--- config.mk ---
export PLATFORM = sky130hd
export DESIGN_NAME = shift_sequencer
export DESIGN_NICKNAME = d
export VERILOG_FILES = /design/src/rtl/shift_seq_pkg.sv /design/src/rtl/shift_sequencer.sv
export SDC_FILE = /design/constraint.sdc
export NUM_CORES = 1
export LEC_CHECK = 0
export ABC_AREA = 1
export BUFFER_PORTS_ARGS = -buffer_cell sky130_fd_sc_hd__buf_2
export CAP_MARGIN = 20
export CORE_MARGIN = 3
export CORE_UTILIZATION = 50
export CTS_CLUSTER_SIZE = 28
export DETAILED_ROUTE_END_ITERATION = 7
export PLACE_DENSITY = 0.77
export SYNTH_ARGS = -nofsm -noshare
export SYNTH_HDL_FRONTEND = slang
export SYNTH_SLANG_ARGS = --single-unit
--- constraint.sdc ---
create_clock -name C -period 1.9 [get_ports C]
set_clock_uncertainty 0.1 [all_clocks]
set_input_delay 0.19 -clock C [delete_from_list [all_inputs] [get_ports C]]
set_output_delay 0.19 -clock C [all_outputs]
set_load 0.05 [all_outputs]
--- src/rtl/shift_seq_pkg.sv ---
// Shared definitions for shift_sequencer: FSM state encoding and the default
// width of the shift-count field.
package shift_seq_pkg;

  localparam int CNT_W_DEF = 3;

  typedef enum logic [1:0] {
    IDLE  = 2'd0,
    LOAD  = 2'd1,
    SHIFT = 2'd2,
    DONE  = 2'd3
  } state_t;

endpackage

--- src/rtl/shift_sequencer.sv ---
// shift_sequencer: runs one load-and-shift operation on a 4-bit ShiftRegister
// per accepted request and reports the register contents on completion.
//
// Ports:
//   C            clock, rising edge
//   R            asynchronous active-high reset
//   start        request strobe, sampled only while busy=0
//   start_data   word loaded into the register
//   start_rtl    shift direction, forwarded to SR_RTL
//   start_count  number of shift cycles following the load
//   start_fill   bit shifted in during the shift cycles
//   busy         high in LOAD, SHIFT and DONE
//   done         one-cycle completion pulse (first IDLE cycle)
//   result       SR_Q captured at completion, held until the next completion
//   SR_L/SR_RTL/SR_D  register control pins (all registered)
//   SR_Q         register output feedback
//
// state | meaning
// IDLE  | waiting for start; done pulses here for one cycle after an operation
// LOAD  | SR_L=1, SR_D=latched data
// SHIFT | SR_L=0, SR_D={4{fill}}, one shift per cycle, cnt counts down to 0
// DONE  | capture SR_Q into result at the exiting edge
module shift_sequencer
  import shift_seq_pkg::*;
#(
  parameter int CNT_W = CNT_W_DEF
) (
  input  logic             C,
  input  logic             R,
  input  logic             start,
  input  logic [3:0]       start_data,
  input  logic             start_rtl,
  input  logic [CNT_W-1:0] start_count,
  input  logic             start_fill,
  output logic             busy,
  output logic             done,
  output logic [3:0]       result,
  output logic             SR_L,
  output logic             SR_RTL,
  output logic [3:0]       SR_D,
  input  logic [3:0]       SR_Q
);

  state_t           state;
  logic [CNT_W-1:0] cnt;
  logic [CNT_W-1:0] count_q;
  logic             fill_q;

  assign busy = (state != IDLE);

  // Control pins are registered alongside the state so that each pin value
  // is present during the cycle whose closing edge the register acts on.
  always_ff @(posedge C or posedge R) begin
    if (R) begin
      state   <= IDLE;
      cnt     <= '0;
      count_q <= '0;
      fill_q  <= 1'b0;
      done    <= 1'b0;
      result  <= 4'b0000;
      SR_L    <= 1'b0;
      SR_RTL  <= 1'b0;
      SR_D    <= 4'b0000;
    end else begin
      done <= 1'b0;
      case (state)
        IDLE: begin
          if (start) begin
            count_q <= start_count;
            fill_q  <= start_fill;
            SR_L    <= 1'b1;
            SR_D    <= start_data;
            SR_RTL  <= start_rtl;
            state   <= LOAD;
          end
        end
        LOAD: begin
          SR_L <= 1'b0;
          if (count_q == '0) begin
            SR_D  <= 4'b0000;
            state <= DONE;
          end else begin
            cnt   <= count_q;
            SR_D  <= {4{fill_q}};
            state <= SHIFT;
          end
        end
        SHIFT: begin
          cnt <= cnt - 1'b1;
          if (cnt == CNT_W'(1)) begin
            SR_D  <= 4'b0000;
            state <= DONE;
          end
        end
        DONE: begin
          result <= SR_Q;
          done   <= 1'b1;
          state  <= IDLE;
        end
        default: state <= IDLE;
      endcase
    end
  end

endmodule

Word level (Yosys, flattened, before mapping):

Cells that the tools add are included.
Widths: inputs -> output; s select.

* multiplexer cells: 13
* add/subtract/negate cells: 1
* equality and inequality tests: 7
* reduce and logical (&&, ||, !) cells: 11

Operator list (count)
* $mux 4: 3
* $pmux 4 s3: 1
* $pmux 2 s4: 1
* $reduce_and 2->1: 4
* $ne 2x2->1 const B: 3
* $pmux 3 s2: 1
* $reduce_bool 2->1: 3
* $eq 2x2->1 const B: 2
* $mux 2: 2
* $eq 3x1->1 const B: 1
* $logic_not 3->1: 1
* $mux 1: 3
* $mux 3: 1
* $reduce_and 3->1: 1
* $reduce_bool 3->1: 1
* $sub 3x1->3 const B: 1
* $eq 2x1->1 const B: 1
* $logic_not 2->1: 1
* $pmux 1 s2: 1

* output and inout bits: 12
* input port bits: 16
* register bits after elaboration: 20
* logic and storage cells: 41

Depth between registers and ports, before layout:

Gate-level depths: netlist of run 1.

* word-level depth: 3
* mapped depth: 8
* mapped depth without buffers: 8

Least setup slack after synthesis of run 1:

OpenSTA, ideal clock, no wires.

* kind: register to register
* start: register state[0]
* end: register SR_D[0]
* period minus slack after synthesis: 1.315 ns
* required time: 1.682 ns
* setup slack: 0.585 ns
* library setup time: 0.118 ns
* buffers on the path: 0
* stages on the path, launching flop included: 9
* arrival: 1.097 ns
* cells stage by stage: dfrtp_1 > inv_1 > ha_1 > nand2_1 > nor2_1 > nand2_1 > nand2_1 > nand2_1 > nand2_1

* cells in the longest elaborated chain, start to end: 3
* elaborated cells between the ends (all ways): 8
* classes of those cells: eq/ne: 4; mux: 1; reduce/logical: 3

Ends and longest elaborated chain
* start, declared: line shift_sequencer.sv:44 `state_t state;`
* start signal, assigned: line shift_sequencer.sv:55 `state <= IDLE;`
* start signal, assigned: line shift_sequencer.sv:74 `state <= LOAD;`
* start signal, assigned: line shift_sequencer.sv:81 `state <= DONE;`
* $eq 2x2->1 (tied with other cells): line shift_sequencer.sv:66 `case (state)`
* $ne 2x2->1 (no source line) / $reduce_bool 3->1 (equally long branches)
* $reduce_and 3->1 (no source line)
* end signal, assigned: line shift_sequencer.sv:72 `SR_D <= start_data;`
* end signal, assigned: line shift_sequencer.sv:84 `SR_D <= {4{fill_q}};`
* end, declared: line shift_sequencer.sv:40 `output logic [3:0] SR_D,`

Several ways; a longest one is shown, not always the timed one.
A chain may end at the register's enable or synchronous reset.

Worst setup path in the final report of run 1:

* start: register state[0]
* end: output busy

* cells in the longest elaborated chain, start to end: 1

Ends and longest elaborated chain
* $reduce_bool 2->1: line shift_sequencer.sv:49 `assign busy = (state != IDLE);`
* end, declared: line shift_sequencer.sv:35 `output logic busy,`

Every way passes these cells.

==> impl_metrics.py, run 1 <==
metrics = {
    "floorplanning": {
        "die_h_um": 51.2,
        "io_pins": 28,
        "die_w_um": 51.2,
        "dieArea_um2": 2620,
        "coreArea_um2": 1820,
        "core.rowCount": 15,
        "start_util_pct": 56.0,
    },
    "timing": {
        "final.period_utilization_pct": 89.9,
        "setup-violations-final": 0,
        "maxSlewViolCount": 0,
        "period_minus_slack_ns": 1.71,
        "fmax_ghz": 0.586,
        "worst_slack_ns": 0.192,
        "rsz0062_at_grt": "no",
        "worst_slew_pin_slew_ns": 0.754,
        "final_hold_viol_count": 0,
        "fin_tns_setup_ns": 0,
        "maxSlewHeadroom_pct": 49.6,
    },
    "cells_and_area": {
        "syn_to_final_growth_pct": 27.4,
        "layout_common_cells": "nand2_1, buf_2, dfrtp_1",
        "layout.nets": 196,
        "final_layout_size_suffix_gt1_share_pct": 21.6,
        "final_common_cell": "nand2_1",
        "diodes": 0,
        "fin_area_um2": 1300,
        "final_util_pct": 71.3,
        "final.fill_count": 165,
    },
    "power_and_ir_drop": {
        "max-vdd-ir-drop_uv": 1110,
        "p_leak_nw": 0.771,
        "power.total_w": 0.00242,
        "swShare_pct": 53.8,
        "pwr-share-seq_pct": 31.1,
        "power_switching_w": 0.00130,
        "comb_power_share_pct": 60.8,
        "p_int_w": 0.00112,
        "pwr-share-clk_pct": 8.1,
        "p_per_area_nw_per_um2": 1860,
    },
    "global_route": {
        "grt_pass1_vias": 930,
        "grt_overflow": 0,
        "grt_first_pass_wirelength_mm": 3.93,
        "grt_max_degree": 21,
        "track_usage_pct": 20.1,
        "antenna_found_initial": 0,
    },
    "clock_tree": {
        "htree_num_levels": 1,
        "post_cts_buffers": 0,
        "cts-resized-gates": 0,
        "numCtsBuffers": 3,
        "cts.clk_slew.worst_paths_ns": 0.10,
        "cts_tree": "built",
        "clockBufferDepth": 2,
        "insertion_delay_ns": 0.30,
        "cts.sinks": 20,
        "root_buffer": "clkbuf_4",
    },
    "placement": {
        "dp_hpwl_mm": 1.64,
        "placed_area_um2": 1190,
        "portBuffers": 27,
        "pre_cts_slack_ns": 0.380,
        "gp_congestion": 0.859,
    },
    "routing": {
        "drtIter0Drc": 16,
        "drtPass1Iterations": 4,
        "vias": 925,
        "detail_route.wl_per_cell_um": 11.5,
        "drc": 0,
        "post_drt_via_cell_ratio": 4.72,
        "ant_nets": 0,
        "routed_wl_mm": 2.25,
    },
    "yosys": {
        "yosys_warnings": 0,
        "syn_area_um2": 1020,
        "ys_seq_area_share_pct": 49.1,
        "synth.avg_cell_area_um2": 7.73,
        "ys_ff_latch": 20,
        "postSynthCellCount": 132,
        "synth_cell_types": 12,
        "synth_fp_nets": 155,
    },
    "setup_path": {
        "critical_path_arrival_ns": 1.42,
        "cp_data_required_time_ns": 1.61,
        "startpoint_type": "flip-flop",
        "critPathMaxFanout": 5,
        "worst_setup_path_end_kind": "output port",
        "crit_type": "flip-flop to output port",
    },
    "flow_run": {
        "cap_violations": 0,
    },
    "hold_path": {
        "min_path_type": "input pin to flip-flop",
    },
    "status": {
        "status": "completed",
    },
}
==> power groups by stage <==
| stage | combinational (W) | clock [W] | sequential (W) |
|---|---|---|---|
| floorplan | 0.000772 | 0 | 0.00111 |
| global placement | 0.00140 | 0 | 0.000745 |
| detailed placement | 0.00146 | 0 | 0.000759 |
| CTS | 0.00148 | 0.000200 | 0.000750 |
| global route | 0.00164 | 0.000218 | 0.000775 |
| finish | 0.00147 | 0.000196 | 0.000751 |
==> cell families after synthesis <==
family / after synthesis / synth area share (%)
buffers and inverters: 15 / 5.52
and+or+nand+nor: 82 / 32.6
adders and majority gates: 7 / 8.59
AOI/OAI and AO/OA: 8 / 4.17
DFF: 20 / 49.1
==> per-stage QoR <==
stage | hold WS (ns) | std cells
2_1_floorplan | 0.0538 | 132
5_1_grt | 0.00883 | 196
4_1_cts | 0.000482 | 195
3_5_place_dp | 0.262 | 184
6_report | 0.00847 | 196
3_3_place_gp | 0.259 | 184
==> critical path: stages (launching register included) <==
cell and delay, ns:
dfrtp_1 0.44, inv_1 0.11, ha_1 0.25, inv_1 0.07, buf_2 0.26
==> flip-flops by register name, summed over array words and instances (netlist names) <==
| register | flops |
|---|---|
| SR_D | 4 |
| result | 4 |
| cnt | 3 |
| count_q | 3 |
| state | 2 |
| SR_L | 1 |
| SR_RTL | 1 |
| done | 1 |
| fill_q | 1 |
==> path summary, 6_finish.rpt <==
path                           start        end  slack [ns]  depth (start not counted)
min                          SR_Q[1]  result[1]       0.008                          3
max                         state[0]       busy        0.19                          4
min reg2reg                result[2]  result[2]        0.37                          2
max reg2reg                 state[0]       SR_L        0.37                          6
max in group asynchronous          R   state[0]        0.76                          3
min in group asynchronous          R     cnt[0]        0.46                          3
==> synth_stat cells (all sizes together) <==
library cell / number / share of area (%)
o21ai: 7 / 3.4
nand3: 4 / 2.5
nor2: 4 / 2.2
inv: 15 / 5.5
dfrtp: 20 / 49
o21bai: 1 / 0.74
ha: 7 / 8.6
nand2: 74 / 28
==> metal layers <==
metal | track usage [%] | vias to the layer above | share of wire [%]
li1 | - | 478 | -
met1 | 23.8 | 413 | 44
met2 | 34.1 | 26 | 48
met3 | 4.37 | 8 | 4.5
met4 | 9.87 | 0 | 3.4
met5 | 0 | - | 0
==> timing repair <==
action / CTS / global route
hold buffers: 8 / 1
hold endpoints to repair: 27 / 1
setup endpoints to repair: 0 / 0
==> final cells by class <==
class / count / area (um2) / share of cell area, %
clock buffer: 3 / 22.5 / 1.73
inverter: 15 / 56.3 / 4.34
tap: 25 / 31.3 / 2.41
sequential: 20 / 500 / 38.5
timing repair buffer: 36 / 225 / 17.3
multi-input combinational: 97 / 463 / 35.6
Note: power is estimated with default switching activity, not from simulation.
==> inputs of run 2 (changes only) <==
--- a/config.mk
+++ b/config.mk
@@ -12,6 +12,7 @@
 export CORE_UTILIZATION = 50
 export CTS_CLUSTER_SIZE = 28
 export DETAILED_ROUTE_END_ITERATION = 7
+export GPL_TIMING_DRIVEN = 0
 export PLACE_DENSITY = 0.77
 export SYNTH_ARGS = -nofsm -noshare
 export SYNTH_HDL_FRONTEND = slang
==> run 2 against run 1 <==
Wire length fell by 9.3%. Sequential cell count did not move. Largest power group unchanged. Clock-buffer cell count rose by 1. Critical path type unchanged. Worst setup slack improved by 0.0068 ns. Die area did not move. Sequential power barely moved. First-iteration DRC count fell by 44%. Critical path depth did not move. Via count fell by 1.5%.
==> impl_metrics.py, run 2 (synthesized netlist as in run 1, its figures left out) <==
metrics = {
    "global_route": {
        "antenna_found_initial": 0,
        "grt_pass1_vias": 867,
        "grt_first_pass_wirelength_mm": 3.63,
        "grt_overflow": 0,
        "track_usage_pct": 18.7,
        "grt_max_degree": 21,
    },
    "power_and_ir_drop": {
        "max-vdd-ir-drop_uv": 1000,
        "p_per_area_nw_per_um2": 1850,
        "p_leak_nw": 0.782,
        "power.total_w": 0.00244,
    },
    "timing": {
        "maxSlewViolCount": 0,
        "fin_tns_setup_ns": 0,
        "rsz0062_at_grt": "no",
        "period_minus_slack_ns": 1.70,
        "fmax_ghz": 0.588,
        "final_hold_viol_count": 0,
        "maxSlewHeadroom_pct": 50.7,
        "final.period_utilization_pct": 89.5,
        "worst_slew_pin_slew_ns": 0.739,
        "setup-violations-final": 0,
        "worst_slack_ns": 0.199,
    },
    "cells_and_area": {
        "layout_common_cells": "nand2_1, buf_2, dfrtp_1",
        "final_util_pct": 72.6,
        "final_common_cell": "nand2_1",
        "reg.largest.list": "SR_D x4, result x4",
        "diodes": 0,
        "syn_to_final_growth_pct": 29.7,
        "layout.nets": 197,
        "final_layout_size_suffix_gt1_share_pct": 22.0,
    },
    "clock_tree": {
        "cts.sinks": 20,
        "htree_num_levels": 1,
        "numCtsBuffers": 3,
        "root_buffer": "clkbuf_4",
        "hold_buffers": 10,
        "cts.clk_slew.worst_paths_ns": 0.11,
        "cts_tree": "built",
        "post_cts_buffers": 0,
        "cts-resized-gates": 0,
        "insertion_delay_ns": 0.31,
        "clockBufferDepth": 2,
    },
    "status": {
        "status": "completed",
    },
    "routing": {
        "routed_wl_mm": 2.04,
        "drtPass1Iterations": 4,
        "ant_nets": 0,
        "vias": 911,
        "drc": 0,
        "detail_route.wl_per_cell_um": 10.3,
        "drtIter0Drc": 9,
        "post_drt_via_cell_ratio": 4.60,
    },
    "placement": {
        "pre_cts_slack_ns": 0.462,
        "portBuffers": 27,
        "dp_hpwl_mm": 1.43,
        "gp_congestion": 0.775,
    },
    "setup_path": {
        "crit_type": "flip-flop to output port",
        "worst_setup_path_end_kind": "output port",
        "critical_path_arrival_ns": 1.41,
        "critPathMaxFanout": 5,
        "startpoint_type": "flip-flop",
        "cp_data_required_time_ns": 1.61,
    },
    "flow_run": {
        "cap_violations": 0,
    },
    "floorplanning": {
        "die_h_um": 51.2,
        "start_util_pct": 56.0,
        "die_w_um": 51.2,
        "coreArea_um2": 1820,
        "dieArea_um2": 2620,
        "core.rowCount": 15,
        "io_pins": 28,
    },
    "hold_path": {
        "min_path_type": "input pin to flip-flop",
    },
}
-- run 2: cell types whose count changed in the layout (fill, tap and decap cells not counted), sizes merged --
cell         previous run  this run
dlygate4sd3             9        10
clkbuf                  3         4
-- run 2: path summary, 6_finish.rpt --
check	start	to	slack (ns)	cells after the start
worst max-delay path	state[0]	busy	0.20	4
worst min-delay path	start_data[3]	SR_D[3]	0.07	5
worst max register to register	state[0]	cnt[0]	0.43	5
worst min register to register	result[2]	result[2]	0.39	2
max in group asynchronous	R	cnt[0]	0.80	3
min in group asynchronous	R	state[0]	0.44	3
-- run 2: final cells by class --
cell class                      count  area [um2]
Sequential cell                    20         500
Fill cell                         158         498
Multi-Input combinational cell     97         463
Timing Repair Buffer               37         235
Inverter                           15        56.3
Clock buffer                        4        36.3
Tap cell                           25        31.3
-- run 2: worst max-delay path: stages (launching register included) --
cell and delay [ns]:
dfrtp_1 0.44, inv_1 0.10, ha_1 0.24, inv_1 0.07, buf_2 0.25
-- run 2: through the flow --
| step | cell area, um2 | hold WS, ns | std cells |
|---|---|---|---|
| 2_1_floorplan | 1020 | 0.0538 | 132 |
| 4_1_cts | 1320 | 0.0585 | 198 |
| 3_5_place_dp | 1190 | 0.262 | 184 |
| 6_report | 1320 | 0.0688 | 198 |
| 5_1_grt | 1320 | 0.0753 | 198 |
| 3_3_place_gp | 1190 | 0.258 | 184 |
-- run 2: power by group --
| group | leakage (nW) | switching [W] | internal (W) |
|---|---|---|---|
| logic | 0.510 | 0.00102 | 0.000415 |
| registers | 0.251 | 0.000123 | 0.000627 |
| clock network | 0.0210 | 0.000139 | 0.000117 |
| total | 0.782 | 0.00129 | 0.00116 |
-- run 2: per-layer routing --
| metal | share of wire, % | vias to the layer above | GRT usage, % |
|---|---|---|---|
| li1 | - | 481 | - |
| met1 | 48 | 396 | 23.8 |
| met2 | 45 | 29 | 30.0 |
| met3 | 4.8 | 5 | 3.79 |
| met4 | 2.1 | 0 | 9.42 |
| met5 | 0 | - | 0 |
==> inputs of run 3 (changes only) <==
--- a/config.mk
+++ b/config.mk
@@ -14,6 +14,7 @@
 export DETAILED_ROUTE_END_ITERATION = 7
 export GPL_TIMING_DRIVEN = 0
 export PLACE_DENSITY = 0.77
+export SETUP_SLACK_MARGIN = 0.5
 export SYNTH_ARGS = -nofsm -noshare
 export SYNTH_HDL_FRONTEND = slang
 export SYNTH_SLANG_ARGS = --single-unit
==> run 3 against run 2 <==
Clock power about the same. Fmax up 17%. Sequential power shrank 1%. Worst hold slack hardly changed. First-iteration DRC count up 120%. Cell count up 3.0%. Power rose by 10%. Non-clock buffer count increased by 6. Via count rose by 3.5%. Final area rose by 7.4%. Register-to-register slack improved by 0.07 ns. Largest cell class is now multi-input gates. Largest power group unchanged.
==> impl_metrics.py, run 3 (synthesized netlist as in run 1, its figures left out) <==
metrics = {
    "status": {
        "status": "completed",
    },
    "global_route": {
        "grt_pass1_vias": 896,
        "grt_first_pass_wirelength_mm": 3.82,
        "track_usage_pct": 19.7,
        "grt_overflow": 0,
        "antenna_found_initial": 0,
        "grt_max_degree": 21,
    },
    "setup_path": {
        "cp_data_required_time_ns": 1.61,
        "ff2ff_path_depth": 8,
        "crit_type": "flip-flop to output port",
        "critical_path_arrival_ns": 1.16,
        "worst_setup_path_end_kind": "output port",
        "startpoint_type": "flip-flop",
        "critPathMaxFanout": 3,
    },
    "routing": {
        "drtPass1Iterations": 4,
        "drc": 0,
        "routed_wl_mm": 2.17,
        "detail_route.wl_per_cell_um": 10.6,
        "ant_nets": 0,
        "post_drt_via_cell_ratio": 4.62,
        "drtIter0Drc": 20,
        "vias": 943,
    },
    "clock_tree": {
        "clockBufferDepth": 2,
        "insertion_delay_ns": 0.31,
        "cts.sinks": 20,
        "numCtsBuffers": 3,
        "cts_tree": "built",
        "cts.clk_slew.worst_paths_ns": 0.12,
        "root_buffer": "clkbuf_4",
        "htree_num_levels": 1,
    },
    "power_and_ir_drop": {
        "max-vdd-ir-drop_uv": 1160,
        "power.total_w": 0.00270,
        "p_leak_nw": 0.819,
        "p_per_area_nw_per_um2": 1900,
    },
    "placement": {
        "pre_cts_slack_ns": 0.462,
        "portBuffers": 27,
        "dp_hpwl_mm": 1.43,
        "placed_area_um2": 1190,
        "gp_congestion": 0.775,
    },
    "cells_and_area": {
        "final_layout_size_suffix_gt1_share_pct": 29.6,
        "layout_common_cells": "nand2_1, buf_2, dfrtp_1",
        "fin_area_um2": 1420,
        "diodes": 0,
        "final.fill_count": 134,
        "syn_to_final_growth_pct": 39.3,
        "layout.nets": 203,
        "final_common_cell": "nand2_1",
        "reg.largest.list": "SR_D x4, result x4",
    },
    "floorplanning": {
        "io_pins": 28,
        "die_h_um": 51.2,
        "dieArea_um2": 2620,
        "core.rowCount": 15,
        "start_util_pct": 56.0,
        "coreArea_um2": 1820,
        "die_w_um": 51.2,
    },
    "timing": {
        "fmax_ghz": 0.688,
        "final_hold_viol_count": 0,
        "setup-violations-final": 0,
        "final.period_utilization_pct": 76.5,
        "worst_slew_pin_slew_ns": 0.743,
        "fin_tns_setup_ns": 0,
        "maxSlewHeadroom_pct": 50.4,
        "maxSlewViolCount": 0,
        "whs_ns": 0.0691,
        "worst_slack_ns": 0.447,
        "period_minus_slack_ns": 1.45,
        "rsz0062_at_grt": "yes",
    },
    "hold_path": {
        "min_path_type": "input pin to flip-flop",
        "holdPathStages": 5,
    },
    "flow_run": {
        "cap_violations": 0,
    },
}
## run 3: power by group
part | switching [W] | total [W] | internal [W] | leakage, nW
Clock | 0.000139 | 0.000256 | 0.000117 | 0.0210
Sequential | 0.000114 | 0.000741 | 0.000627 | 0.251
Combinational | 0.00112 | 0.00170 | 0.000575 | 0.547
## run 3: stage by stage
step / std cells / util, %
final: 204 / 78.0
after global routing: 204 / 78.0
after CTS: 202 / 75.6
after detailed placement: 184 / 65.2
after global placement: 184 / 65.2
after floorplan: 132 / -
## run 3: critical path, stage by stage (launching register included)
cell     delay [ns]
dfrtp_1        0.42
inv_2          0.10
ha_4           0.15
inv_2          0.04
buf_6          0.14
## run 3: layout make-up
class | count | area, um2 | share of cell area [%]
multi-input combinational | 97 | 507 | 35.7
inverter | 15 | 58.8 | 4.14
tap | 25 | 31.3 | 2.20
sequential | 20 | 500 | 35.2
timing repair buffer | 43 | 287 | 20.2
clock buffer | 4 | 36.3 | 2.56
## run 3: metal layers
| metal | vias up | global-route usage [%] | share of wire [%] |
|---|---|---|---|
| met2 | 25 | 30.7 | 45 |
| li1 | 493 | - | - |
| met1 | 423 | 26.5 | 50 |
| met5 | - | 0 | 0 |
| met4 | 0 | 9.42 | 1.6 |
| met3 | 2 | 3.50 | 3.8 |
## run 3: worst paths after layout
| kind | start | to | slack [ns] |
|---|---|---|---|
| min | start_data[3] | SR_D[3] | 0.07 |
| max in group asynchronous | R | cnt[0] | 0.79 |
| max | state[0] | busy | 0.45 |
| max reg2reg | state[0] | SR_D[0] | 0.50 |
| min reg2reg | result[2] | result[2] | 0.39 |
| min in group asynchronous | R | state[0] | 0.44 |
## run 3: what timing repair did
action	4_1_cts	5_1_grt
buffers inserted	4	2
pin swaps	1	3
hold endpoints to repair	29	0
hold buffers	10	0
resized for setup	10	8
endpoints found under the setup margin	9	9
gates cloned	0	0
